===== config.mk =====
export PLATFORM = sky130hd
export DESIGN_NAME = text_console_pipe_flat
export DESIGN_NICKNAME = d
export VERILOG_FILES = /design/src/rtl/text_console_pipe_if.sv /design/src/rtl/text_console_pipe.sv /design/src/flat_wrapper.sv
export SDC_FILE = /design/constraint.sdc
export NUM_CORES = 1
export LEC_CHECK = 0
export CORE_ASPECT_RATIO = 0.8
export CORE_UTILIZATION = 50
export DETAILED_ROUTE_END_ITERATION = 12
export PLACE_DENSITY = 0.75
export SLEW_MARGIN = 30
export SYNTH_ARGS = -nofsm -noshare
export SYNTH_HDL_FRONTEND = slang
export SYNTH_SLANG_ARGS = --single-unit
export TNS_END_PERCENT = 50

===== constraint.sdc =====
create_clock -name px_clk -period 4.95 [get_ports px_clk]
set_input_delay 0.495 -clock px_clk [delete_from_list [all_inputs] [get_ports px_clk]]
set_output_delay 0.495 -clock px_clk [all_outputs]
set_load 0.1 [all_outputs]

===== src/rtl/text_console_pipe_if.sv =====
// ---------------------------------------------------------------------------
// text_console_pipe_if
// Memory-side bus of the text console renderer: character fetch from video
// RAM and glyph-row fetch from font ROM. Both memories are synchronous with
// a single cycle of read latency.
//   vram_addr  : character cell address (renderer -> VRAM)
//   vram_data  : character code, valid the cycle after vram_addr
//   font_addr  : {char, glyph_row} (renderer -> font ROM)
//   font_data  : glyph row bits, MSB = leftmost pixel
// Modports: master = renderer, slave = memories.
// ---------------------------------------------------------------------------
interface text_console_pipe_if #(
    parameter int ADDR_W       = 12,
    parameter int GLYPH_W_LOG2 = 3,
    parameter int GLYPH_H_LOG2 = 4
);
    logic [ADDR_W-1:0]              vram_addr;
    logic [7:0]                     vram_data;
    logic [8+GLYPH_H_LOG2-1:0]      font_addr;
    logic [(1<<GLYPH_W_LOG2)-1:0]   font_data;

    modport master (
        output vram_addr,
        output font_addr,
        input  vram_data,
        input  font_data
    );

    modport slave (
        input  vram_addr,
        input  font_addr,
        output vram_data,
        output font_data
    );
endinterface


===== src/rtl/text_console_pipe.sv =====
// ---------------------------------------------------------------------------
// text_console_pipe
// Text-mode renderer stage on the 26-bit pixel stream
// ({RGB[2:0], XC[9:0], YC[9:0], HS, VS, Active}). Each pixel is mapped to a
// character cell, the character code is fetched from VRAM, the glyph row is
// fetched from font ROM, and the pixel is recoloured fg/bg. Supports a
// hardware vertical scroll (latched at VS rise) and a blinking block cursor.
// Fixed latency of 4 cycles, no stalls.
//   px_clk, reset : pixel clock, synchronous active-high reset
//   RGBStr_i/o    : input / output pixel stream
//   mem           : VRAM and font ROM bus (master side)
//   scroll_row    : physical row shown at logical row 0
//   cursor_*      : cursor position (logical) and enable
//   fg_rgb/bg_rgb : text colours, sampled at the output stage
// ---------------------------------------------------------------------------
module text_console_pipe #(
    parameter int GLYPH_W_LOG2 = 3,
    parameter int GLYPH_H_LOG2 = 4,
    parameter int COLS         = 80,
    parameter int ROWS         = 30,
    parameter int ADDR_W       = 12,
    parameter int BLINK_FRAMES = 32,
    localparam int ROW_W       = (ROWS > 1) ? $clog2(ROWS) : 1,
    localparam int COL_W       = (COLS > 1) ? $clog2(COLS) : 1
) (
    input  logic                 px_clk,
    input  logic                 reset,
    input  logic [25:0]          RGBStr_i,
    output logic [25:0]          RGBStr_o,
    text_console_pipe_if.master  mem,
    input  logic [ROW_W-1:0]     scroll_row,
    input  logic [COL_W-1:0]     cursor_col,
    input  logic [ROW_W-1:0]     cursor_row,
    input  logic                 cursor_en,
    input  logic [2:0]           fg_rgb,
    input  logic [2:0]           bg_rgb
);
    localparam int FC_W = (BLINK_FRAMES > 1) ? $clog2(BLINK_FRAMES) : 1;

    logic [9:0]               w_col;
    logic [9:0]               w_row;
    logic [9:0]               w_phys_sum;
    logic [9:0]               w_phys;
    logic                     w_area;
    logic                     w_hit;
    logic                     w_vs_rise;
    logic [ADDR_W-1:0]        w_addr;
    logic                     w_pix;
    logic [2:0]               w_rgb;

    logic                     r_vs_prev;
    logic [ROW_W-1:0]         r_scroll_q;
    logic [FC_W-1:0]          r_frame_cnt;
    logic                     r_blink_on;

    // Stage n holds the side-band of the pixel sampled n-1 edges earlier.
    // Only [22:0] of the stream travels; RGB is regenerated at the output.
    logic [22:0]              r_str1, r_str2, r_str3, r_str4;
    logic [GLYPH_W_LOG2-1:0]  r_xoff1, r_xoff2, r_xoff3, r_xoff4;
    logic [GLYPH_H_LOG2-1:0]  r_yoff1, r_yoff2;
    logic                     r_area1, r_area2, r_area3, r_area4;
    logic                     r_hit1, r_hit2, r_hit3, r_hit4;

    always_comb begin
        w_col      = RGBStr_i[22:13] >> GLYPH_W_LOG2;
        w_row      = RGBStr_i[12:3] >> GLYPH_H_LOG2;
        w_area     = (w_col >= 10'(COLS)) || (w_row >= 10'(ROWS));
        // Scroll value is always < ROWS, so one subtract suffices.
        w_phys_sum = w_row + 10'(r_scroll_q);
        w_phys     = (w_phys_sum >= 10'(ROWS)) ? (w_phys_sum - 10'(ROWS)) : w_phys_sum;
        w_addr     = w_area ? '0 : (ADDR_W'(w_phys) * ADDR_W'(COLS) + ADDR_W'(w_col));
        // Cursor is matched on the logical row so it stays put while scrolling.
        w_hit      = cursor_en && (w_col == 10'(cursor_col)) &&
                     (w_row == 10'(cursor_row)) && !w_area;
        w_vs_rise  = RGBStr_i[1] && !r_vs_prev;
    end

    always_comb begin
        // ~xoff selects bit (glyph_width-1-xoff): MSB is the leftmost pixel.
        w_pix = mem.font_data[~r_xoff4] ^ (r_hit4 & r_blink_on);
        if (!r_str4[0]) begin
            w_rgb = 3'b000;
        end else if (r_area4) begin
            w_rgb = bg_rgb;
        end else begin
            w_rgb = w_pix ? fg_rgb : bg_rgb;
        end
    end

    always_ff @(posedge px_clk) begin
        if (reset) begin
            r_vs_prev     <= 1'b0;
            r_scroll_q    <= '0;
            r_frame_cnt   <= '0;
            r_blink_on    <= 1'b1;
            mem.vram_addr <= '0;
            mem.font_addr <= '0;
            RGBStr_o      <= '0;
            r_str1  <= '0;  r_str2  <= '0;  r_str3  <= '0;  r_str4  <= '0;
            r_xoff1 <= '0;  r_xoff2 <= '0;  r_xoff3 <= '0;  r_xoff4 <= '0;
            r_yoff1 <= '0;  r_yoff2 <= '0;
            r_area1 <= 1'b0; r_area2 <= 1'b0; r_area3 <= 1'b0; r_area4 <= 1'b0;
            r_hit1  <= 1'b0; r_hit2  <= 1'b0; r_hit3  <= 1'b0; r_hit4  <= 1'b0;
        end else begin
            r_vs_prev <= RGBStr_i[1];
            if (w_vs_rise) begin
                r_scroll_q <= (32'(scroll_row) >= ROWS) ? '0 : scroll_row;
                if (32'(r_frame_cnt) == BLINK_FRAMES - 1) begin
                    r_frame_cnt <= '0;
                    r_blink_on  <= !r_blink_on;
                end else begin
                    r_frame_cnt <= r_frame_cnt + 1'b1;
                end
            end

            // Stage 1: cell address out to VRAM.
            mem.vram_addr <= w_addr;
            r_str1  <= RGBStr_i[22:0];
            r_xoff1 <= RGBStr_i[13 +: GLYPH_W_LOG2];
            r_yoff1 <= RGBStr_i[3 +: GLYPH_H_LOG2];
            r_area1 <= w_area;
            r_hit1  <= w_hit;

            // Stage 2: VRAM read in flight.
            r_str2  <= r_str1;
            r_xoff2 <= r_xoff1;
            r_yoff2 <= r_yoff1;
            r_area2 <= r_area1;
            r_hit2  <= r_hit1;

            // Stage 3: character code arrives, glyph row address out to ROM.
            mem.font_addr <= {mem.vram_data, r_yoff2};
            r_str3  <= r_str2;
            r_xoff3 <= r_xoff2;
            r_area3 <= r_area2;
            r_hit3  <= r_hit2;

            // Stage 4: font ROM read in flight.
            r_str4  <= r_str3;
            r_xoff4 <= r_xoff3;
            r_area4 <= r_area3;
            r_hit4  <= r_hit3;

            // Output: glyph row is valid, colour the pixel.
            RGBStr_o <= {w_rgb, r_str4};
        end
    end
endmodule


===== src/flat_wrapper.sv =====
// flat-port wrapper written by rule: the top's interface ports become plain ports
module text_console_pipe_flat 
#(
    parameter int GLYPH_W_LOG2 = 3,
    parameter int GLYPH_H_LOG2 = 4,
    parameter int COLS         = 80,
    parameter int ROWS         = 30,
    parameter int ADDR_W       = 12,
    parameter int BLINK_FRAMES = 32,
    localparam int ROW_W       = (ROWS > 1) ? $clog2(ROWS) : 1,
    localparam int COL_W       = (COLS > 1) ? $clog2(COLS) : 1
)
  (px_clk, reset, RGBStr_i, RGBStr_o, scroll_row, cursor_col, cursor_row, cursor_en, fg_rgb, bg_rgb, mem_vram_addr, mem_font_addr, mem_vram_data, mem_font_data);
  text_console_pipe_if #(.ADDR_W(ADDR_W), .GLYPH_W_LOG2(GLYPH_W_LOG2), .GLYPH_H_LOG2(GLYPH_H_LOG2)) mem_i ();
  input  logic px_clk;
  input  logic reset;
  input  logic [25:0] RGBStr_i;
  output logic [25:0] RGBStr_o;
  input  logic [ROW_W-1:0] scroll_row;
  input  logic [COL_W-1:0] cursor_col;
  input  logic [ROW_W-1:0] cursor_row;
  input  logic cursor_en;
  input  logic [2:0] fg_rgb;
  input  logic [2:0] bg_rgb;
  output wire logic [$bits(mem_i.vram_addr)-1:0] mem_vram_addr;
  output wire logic [$bits(mem_i.font_addr)-1:0] mem_font_addr;
  input wire logic [$bits(mem_i.vram_data)-1:0] mem_vram_data;
  input wire logic [$bits(mem_i.font_data)-1:0] mem_font_data;
  assign mem_vram_addr = mem_i.vram_addr;
  assign mem_font_addr = mem_i.font_addr;
  assign mem_i.vram_data = mem_vram_data;
  assign mem_i.font_data = mem_font_data;
  text_console_pipe #(.GLYPH_W_LOG2(GLYPH_W_LOG2), .GLYPH_H_LOG2(GLYPH_H_LOG2), .COLS(COLS), .ROWS(ROWS), .ADDR_W(ADDR_W), .BLINK_FRAMES(BLINK_FRAMES)) u_core (.px_clk(px_clk), .reset(reset), .RGBStr_i(RGBStr_i), .RGBStr_o(RGBStr_o), .mem(mem_i), .scroll_row(scroll_row), .cursor_col(cursor_col), .cursor_row(cursor_row), .cursor_en(cursor_en), .fg_rgb(fg_rgb), .bg_rgb(bg_rgb));
endmodule

==> Word-level counts from Yosys, hierarchy flattened <==
Index checks and enable logic that the tools add are counted.
{ "totals": {"regBits": 182, "out_inout_bits": 50, "word_cells": 61} }
{ "op_classes": {"addsub": 4, "n_mul": 1, "magnitude_cmp": 5, "eq_ne": 3, "muxes": 7, "bitwise": 4, "n_reduce_logical": 11} }
{ "ops": {"columns": ["cell", "n"], "rows": [
  ["12-bit by 7-bit adder with 12-bit output", 1],
  ["10-bit by 5-bit greater-or-equal comparator with 1-bit output, second input constant", 1],
  ["10-bit by 3-bit multiplier with 8-bit output, second input constant", 1],
  ["10-bit 2-to-1 mux", 1],
  ["5-bit 2-to-1 mux", 2],
  ["10-bit by 5-bit subtractor with 10-bit output, second input constant", 1],
  ["6-bit by 5-bit adder with 7-bit output", 1],
  ["7-bit equality test", 1],
  ["7-bit greater-or-equal comparator, second input constant", 1],
  ["6-bit by 5-bit equality test with 1-bit output", 1],
  ["6-bit by 5-bit greater-or-equal comparator with 1-bit output, second input constant", 1],
  ["3-bit 2-to-1 mux", 2],
  ["5-bit by 1-bit adder with 5-bit output, second input constant", 1],
  ["5-bit equality test, second input constant", 1],
  ["5-bit greater-or-equal comparator, second input constant", 1],
  ["1-bit logical AND", 4],
  ["3-bit by 4-bit < comparator with 1-bit output, second input constant", 1],
  ["2-bit OR reduction", 2],
  ["1-bit binary-select mux with 3-bit select", 1],
  ["1-bit logical NOT", 3],
  ["3-bit inverter", 1],
  ["2-bit AND reduction", 1],
  ["1-bit bitwise AND", 1],
  ["1-bit logical OR", 1],
  ["3 further kinds", 3]
]} }

==> Longest topological paths before layout <==
{ "logic_depth": {"depth_word": 6, "ltp_mapped": 16} }

==> Worst setup path before layout <==
No wires, ideal clock.
{ "synth_path": {"path_type": "in2reg", "start": "input RGBStr_i[7]", "end": "register u_core.mem.vram_addr[11]", "t_arrival_ps": 4213, "required_ps": 4886, "setup_slack_ps": 673, "stages": 16, "n_path_buf": 0, "cell_sequence": "ha_1 -> fa_1 -> a211oi_2 -> nor2_1 -> or2_1 -> o311ai_4 -> nand2_1 -> xor2_1 -> ha_1 -> ha_1 -> fa_1 -> a21o_1 -> a21oi_1 -> xnor2_1 -> xnor3_1 -> nor2_1"} }
{ "synth_between": {"elab_chain_len": 5, "word_cells_on_any_way": 9} }
{ "synth_lines": {"columns": ["item", "line_no", "text"], "rows": [
  ["from (decl)", "flat_wrapper.sv:17", "input logic [25:0] RGBStr_i;"],
  ["6-bit by 5-bit adder with 7-bit output", "text_console_pipe.sv:69", "w_phys_sum = w_row + 10'(r_scroll_q);"],
  ["10-bit by 5-bit subtractor with 10-bit output / 10-bit by 5-bit greater-or-equal comparator with 1-bit output (equally long branches)", "text_console_pipe.sv:70", "w_phys = (w_phys_sum >= 10'(ROWS)) ? (w_phys_sum - 10'(ROWS)) : w_phys_sum;"],
  ["10-bit 2-to-1 mux", "text_console_pipe.sv:70", null],
  ["10-bit by 3-bit multiplier with 8-bit output", "text_console_pipe.sv:71", "w_addr = w_area ? '0 : (ADDR_W'(w_phys) * ADDR_W'(COLS) + ADDR_W'(w_col));"],
  ["12-bit by 7-bit adder with 12-bit output", "text_console_pipe.sv:71", null],
  ["to (signal assigned)", "text_console_pipe.sv:117", "mem.vram_addr <= w_addr;"],
  ["to (decl)", "text_console_pipe_if.sv:23", "output vram_addr,"]
]} }
Parallel ways exist; a longest one is shown, timed or not.
A chain may end at the register's enable or synchronous reset.

==> Final worst setup path <==
Same ends and word-level chain as after synthesis.

==> results.txt <==
The startpoint identified for the worst hold timing path is u_core.r_str1[21]. The first-pass iteration count of the detailed router is 4. The number of flops mapped to enable cells by yosys is 0. The number of gates resized after cts came out at 0.

The critical path arrival came out at approximately 5 ns. The worst register-to-register path ends at u_core.mem.vram_addr[11]. Counting cells, the worst reg-to-reg path comes to 16. The largest fanout on the critical path came out at 4. The number of nets produced by synthesis came out at between 500 and 600. The share of cells above drive strength 1 is about 7.6%. The TritonCTS buffer count came out at 17. The utilization after layout is about 70%. For this design, the CTS-stage hold fixing added 0 buffers. The critical path launch point type is a primary input. Max-cap violations in this run came to 0.

The vertical die dimension is 94.83 um. The post-CTS setup-driven buffer insertion count came out at 0. The mean area per synthesized cell came out at about 11 um^2. Timing analysis after detailed placement gives a worst setup slack of -0.09072 ns. The number of synthesis warnings is 0. The number of top-level design ports is around 120. The routed wire length is 8838 um. The overall global routing resource usage came out at ~17%.

The type of the setup path with the least slack is in -> reg. The post-route DRC violation count came out at 0. Setup violations remaining at the end of the flow were counted as 0. The combined flip-flop and latch cell area is roughly 3100 um^2. For this block, the initial DRC count from the detailed router was around 140. The run finished with clean final reports. In this run the static leakage power is slightly below 3 nW. The mapped netlist covers roughly 5400 um^2. The TritonCTS clock tree is yes. The minimum setup slack in the final design came out at between 0.3 and 0.4 ns.

The post-synthesis async set-or-reset flop share is 0%. The power density of the placed cells came out at around 430 nW/um^2. The shortest clock period the worst path allows after layout is approximately 4.6 ns. The number of nets in the layout came out at 684.

CTS saw about 160 sinks. The number of buffers between clock root and the deepest sink is 2. The startpoint identified for the worst register-to-register timing path is u_core.r_scroll_q[0]. The initial antenna violation count is 0. The path with the worst hold slack has its endpoint at u_core.r_str2[21].

The mean number of vias per cell is approximately 4.6. The first-pass GRT wire length came out at approximately 15000 um. Entering global routing, the biggest net connects ~110 pins. The worst hold path belongs to the class reg -> reg. The delay of the slowest cell on the worst path came out at roughly 0.48 ns. The required time at the worst-slack endpoint came out at between 5 and 6 ns.

After technology mapping, the gate count stands at 480. For the worst-skew pair, the clock arrives at the later sink with an insertion delay of around 0.42 ns. The estimated wirelength of the detail-placed design came out at around 6000 um. The kind of capture point of the worst setup path is a flop.

The switching power share of the total is approximately 28%. Setup repair after global routing left no endpoint under its margin. The post-detailed-route wirelength per cell is 11.85 um. The number of cells on the worst hold path came out at 1. The slowest cell on the critical path is sky130_fd_sc_hd__clkdlybuf4s50_1.

The number of pins exceeding their max-slew limit in the final report is 0. The worst pin sits at a relative slew slack of around a third. The total congestion overflow came out at 0.

The number of global-route vias before repair was roughly 3200. The number of port buffers came out at 114. The netlist uses 42 different library cells. The final setup skew is about 0.0056 ns. In this run the clock root is driven by a sky130_fd_sc_hd__clkbuf_16. The maximum clock frequency came out at 216.5 MHz. The total number of placement rows came out at 33. The portion of the clock cycle consumed by the worst path in the final layout came out at between 90% and 100%. The clock edge transition at the registers on the reported setup and hold paths came out at around 0.070 ns. The congestion estimate from routability-driven global placement came to just over 0.8. The width of the die came out at 118.0 um. The total number of H-tree levels came out at 4.

The final hold violation count came out at 0. The sum of negative setup slack is 0 ns. The power spent charging and discharging nets came out at 860.4 uW.

In this run, synthesis produced a sequential element count of roughly 160. The largest voltage drop on the vdd net came out at roughly 0.21 mV. The number of fill cells in the layout came out at 778. The flop-to-flop setup slack came out at 0.63 ns. The internal power of the cells came out at approximately 2.2 mW. The number of diodes is 0. The power share of the sequential group is 42.6%. Among all flip-flop cells after synthesis, the most frequent one is sky130_fd_sc_hd__dfxtp_1.

The most frequent cell on the critical path is sky130_fd_sc_hd__ha_1. The multi-input logic area came out at 2126 um^2. Once detail routing completed, the nets flagged for antenna violations numbered 0. The sequential fraction of the synthesis area is between 50% and 60%. The proportion of power drawn by the clock network is about two fifths.

The floorplan step defined a die boundary enclosing around 11000 um^2. The critical path goes through clkdlybuf4s50_1 > ha_1 > fa_1 > a211oi_2 > nor2_1 > or2_1 > o311ai_4 > nand2_1 > xor2_1 > ha_1 > ha_1 > fa_1 > a21o_1 > a21oi_1 > xnor2_1 > xnor3_1 > nor2_1. The initial cell density of the core is 51.96%.

The logic gate share of total power is between 15 and 20%. The area added between synthesis and finish came out at 33.76%. The worst-margin pin slew came out at about 1.0 ns. The core footprint came out at ~10000 um^2. The total via count in the routed design is between 3000 and 4000.
-- synth_stat cells, drive strengths merged, types with 5 or more instances --
master / count / area (um^2)
buf: 6 / 37.54
a21o: 5 / 37.54
o21ai: 6 / 30.03
a22oi: 6 / 45.04
mux2i: 6 / 60.06
nand2: 11 / 41.29
and2: 7 / 43.79
clkbuf: 17 / 63.81
dfxtp: 157 / 3143
a21oi: 15 / 75.07
xnor2: 12 / 105.1
ha: 20 / 250.2
xor2: 13 / 113.9
nor2b: 129 / 807.0
nor2: 25 / 96.35
-- layer usage --
layer / up-vias / track usage (%) / wire length, um
met2: 108 / 27.75 / 4058
li1: 1797 / - / -
met5: - / 0 / 0
met4: 0 / 11.65 / 270
met1: 1507 / 19.58 / 4008
met3: 20 / 5.072 / 501
-- layout by cell type (no fill, tap or decap), types with 3 or more instances in the layout --
cell / count
sky130_fd_sc_hd__a21oi_1: 15
sky130_fd_sc_hd__clkbuf_16: 17
sky130_fd_sc_hd__mux2i_1: 6
sky130_fd_sc_hd__nor2_1: 24
sky130_fd_sc_hd__and2_1: 7
sky130_fd_sc_hd__inv_6: 4
sky130_fd_sc_hd__nand2_1: 11
sky130_fd_sc_hd__nor3_1: 4
sky130_fd_sc_hd__a22oi_1: 6
sky130_fd_sc_hd__clkinvlp_4: 3
sky130_fd_sc_hd__inv_1: 4
sky130_fd_sc_hd__dfxtp_1: 157
sky130_fd_sc_hd__nor2b_1: 129
sky130_fd_sc_hd__o21ai_0: 6
sky130_fd_sc_hd__xnor2_1: 12
sky130_fd_sc_hd__nand3_1: 3
sky130_fd_sc_hd__ha_1: 20
sky130_fd_sc_hd__and3_1: 4
sky130_fd_sc_hd__xor2_1: 13
sky130_fd_sc_hd__fa_1: 3
sky130_fd_sc_hd__buf_4: 3
sky130_fd_sc_hd__a21o_1: 5
sky130_fd_sc_hd__clkdlybuf4s50_1: 113
sky130_fd_sc_hd__nand4_1: 3
-- cell type report --
| cell class | count | area share (%) |
|---|---|---|
| Sequential cell | 157 | 43.63 |
| Clock inverter | 15 | 2.137 |
| Tap cell | 140 | 2.432 |
| Timing Repair Buffer | 117 | 16.17 |
| Clock buffer | 17 | 5.906 |
| Multi-Input combinational cell | 296 | 29.51 |
| Inverter | 4 | 0.2084 |
-- worst max path at each step --
stage / from / to / slack [ns]
CTS: RGBStr_i[7] / u_core.mem.vram_addr[11] / 0.35
global route: RGBStr_i[7] / u_core.mem.vram_addr[11] / 0.13
finish: RGBStr_i[7] / u_core.mem.vram_addr[11] / 0.33
global placement: RGBStr_i[7] / u_core.mem.vram_addr[11] / 0.09
floorplan: RGBStr_i[7] / u_core.mem.vram_addr[11] / 0.67
detailed placement: RGBStr_i[7] / u_core.mem.vram_addr[11] / -0.09
-- cell families (layout without fill, tap and decap cells) --
family / count (synthesis) / after routing / synth area share, %
simple gates: 195 / 195 / 21.03
flops: 157 / 157 / 58.36
compound gates: 42 / 42 / 5.623
buf+inv: 27 / 153 / 2.161
xor+xnor: 26 / 26 / 4.484
fa+ha+maj: 23 / 23 / 5.762
mux: 10 / 10 / 2.579
-- state kept, by name, indices dropped and copies added (netlist names), 2 cells and up --
register and count:
u_core.RGBStr_o 26, u_core.mem.font_addr 8, u_core.mem.vram_addr 12, u_core.r_frame_cnt 5
u_core.r_scroll_q 5, u_core.r_str1 18, u_core.r_str2 18, u_core.r_str3 21
u_core.r_str4 21, u_core.r_xoff1 2, u_core.r_xoff2 2, u_core.r_xoff3 2
u_core.r_xoff4 2, u_core.r_yoff1 3, u_core.r_yoff2 3
-- stage by stage --
step                cells  total power [mW]  cell area [um^2]  hold WS, ns
floorplan             480             1.750              5385       0.4138
global placement      714             1.878              6620       0.4158
detailed placement    714             1.893              6620       0.4204
CTS                   746             3.142              7199       0.4286
global route          746             3.243              7203       0.4430
finish                746             3.104              7203       0.4290
-- power groups by stage --
| stage | clock, mW | sequential, mW | combinational (mW) |
|---|---|---|---|
| 6_report | 1.24 | 1.32 | 0.544 |
| 4_1_cts | 1.27 | 1.32 | 0.544 |
| 5_1_grt | 1.33 | 1.33 | 0.585 |
| 3_5_place_dp | 0 | 1.35 | 0.542 |
| 2_1_floorplan | 0 | 1.47 | 0.281 |
| 3_3_place_gp | 0 | 1.35 | 0.528 |
-- worst max-delay path: cells and delay by family --
kind	cells	cell delay [ns]
fa+ha+maj	5	1.61
buf+inv	1	0.48
simple gates	4	0.60
xor+xnor	3	0.78
compound gates	4	0.99
Note: power is estimated with default switching activity, not from simulation.
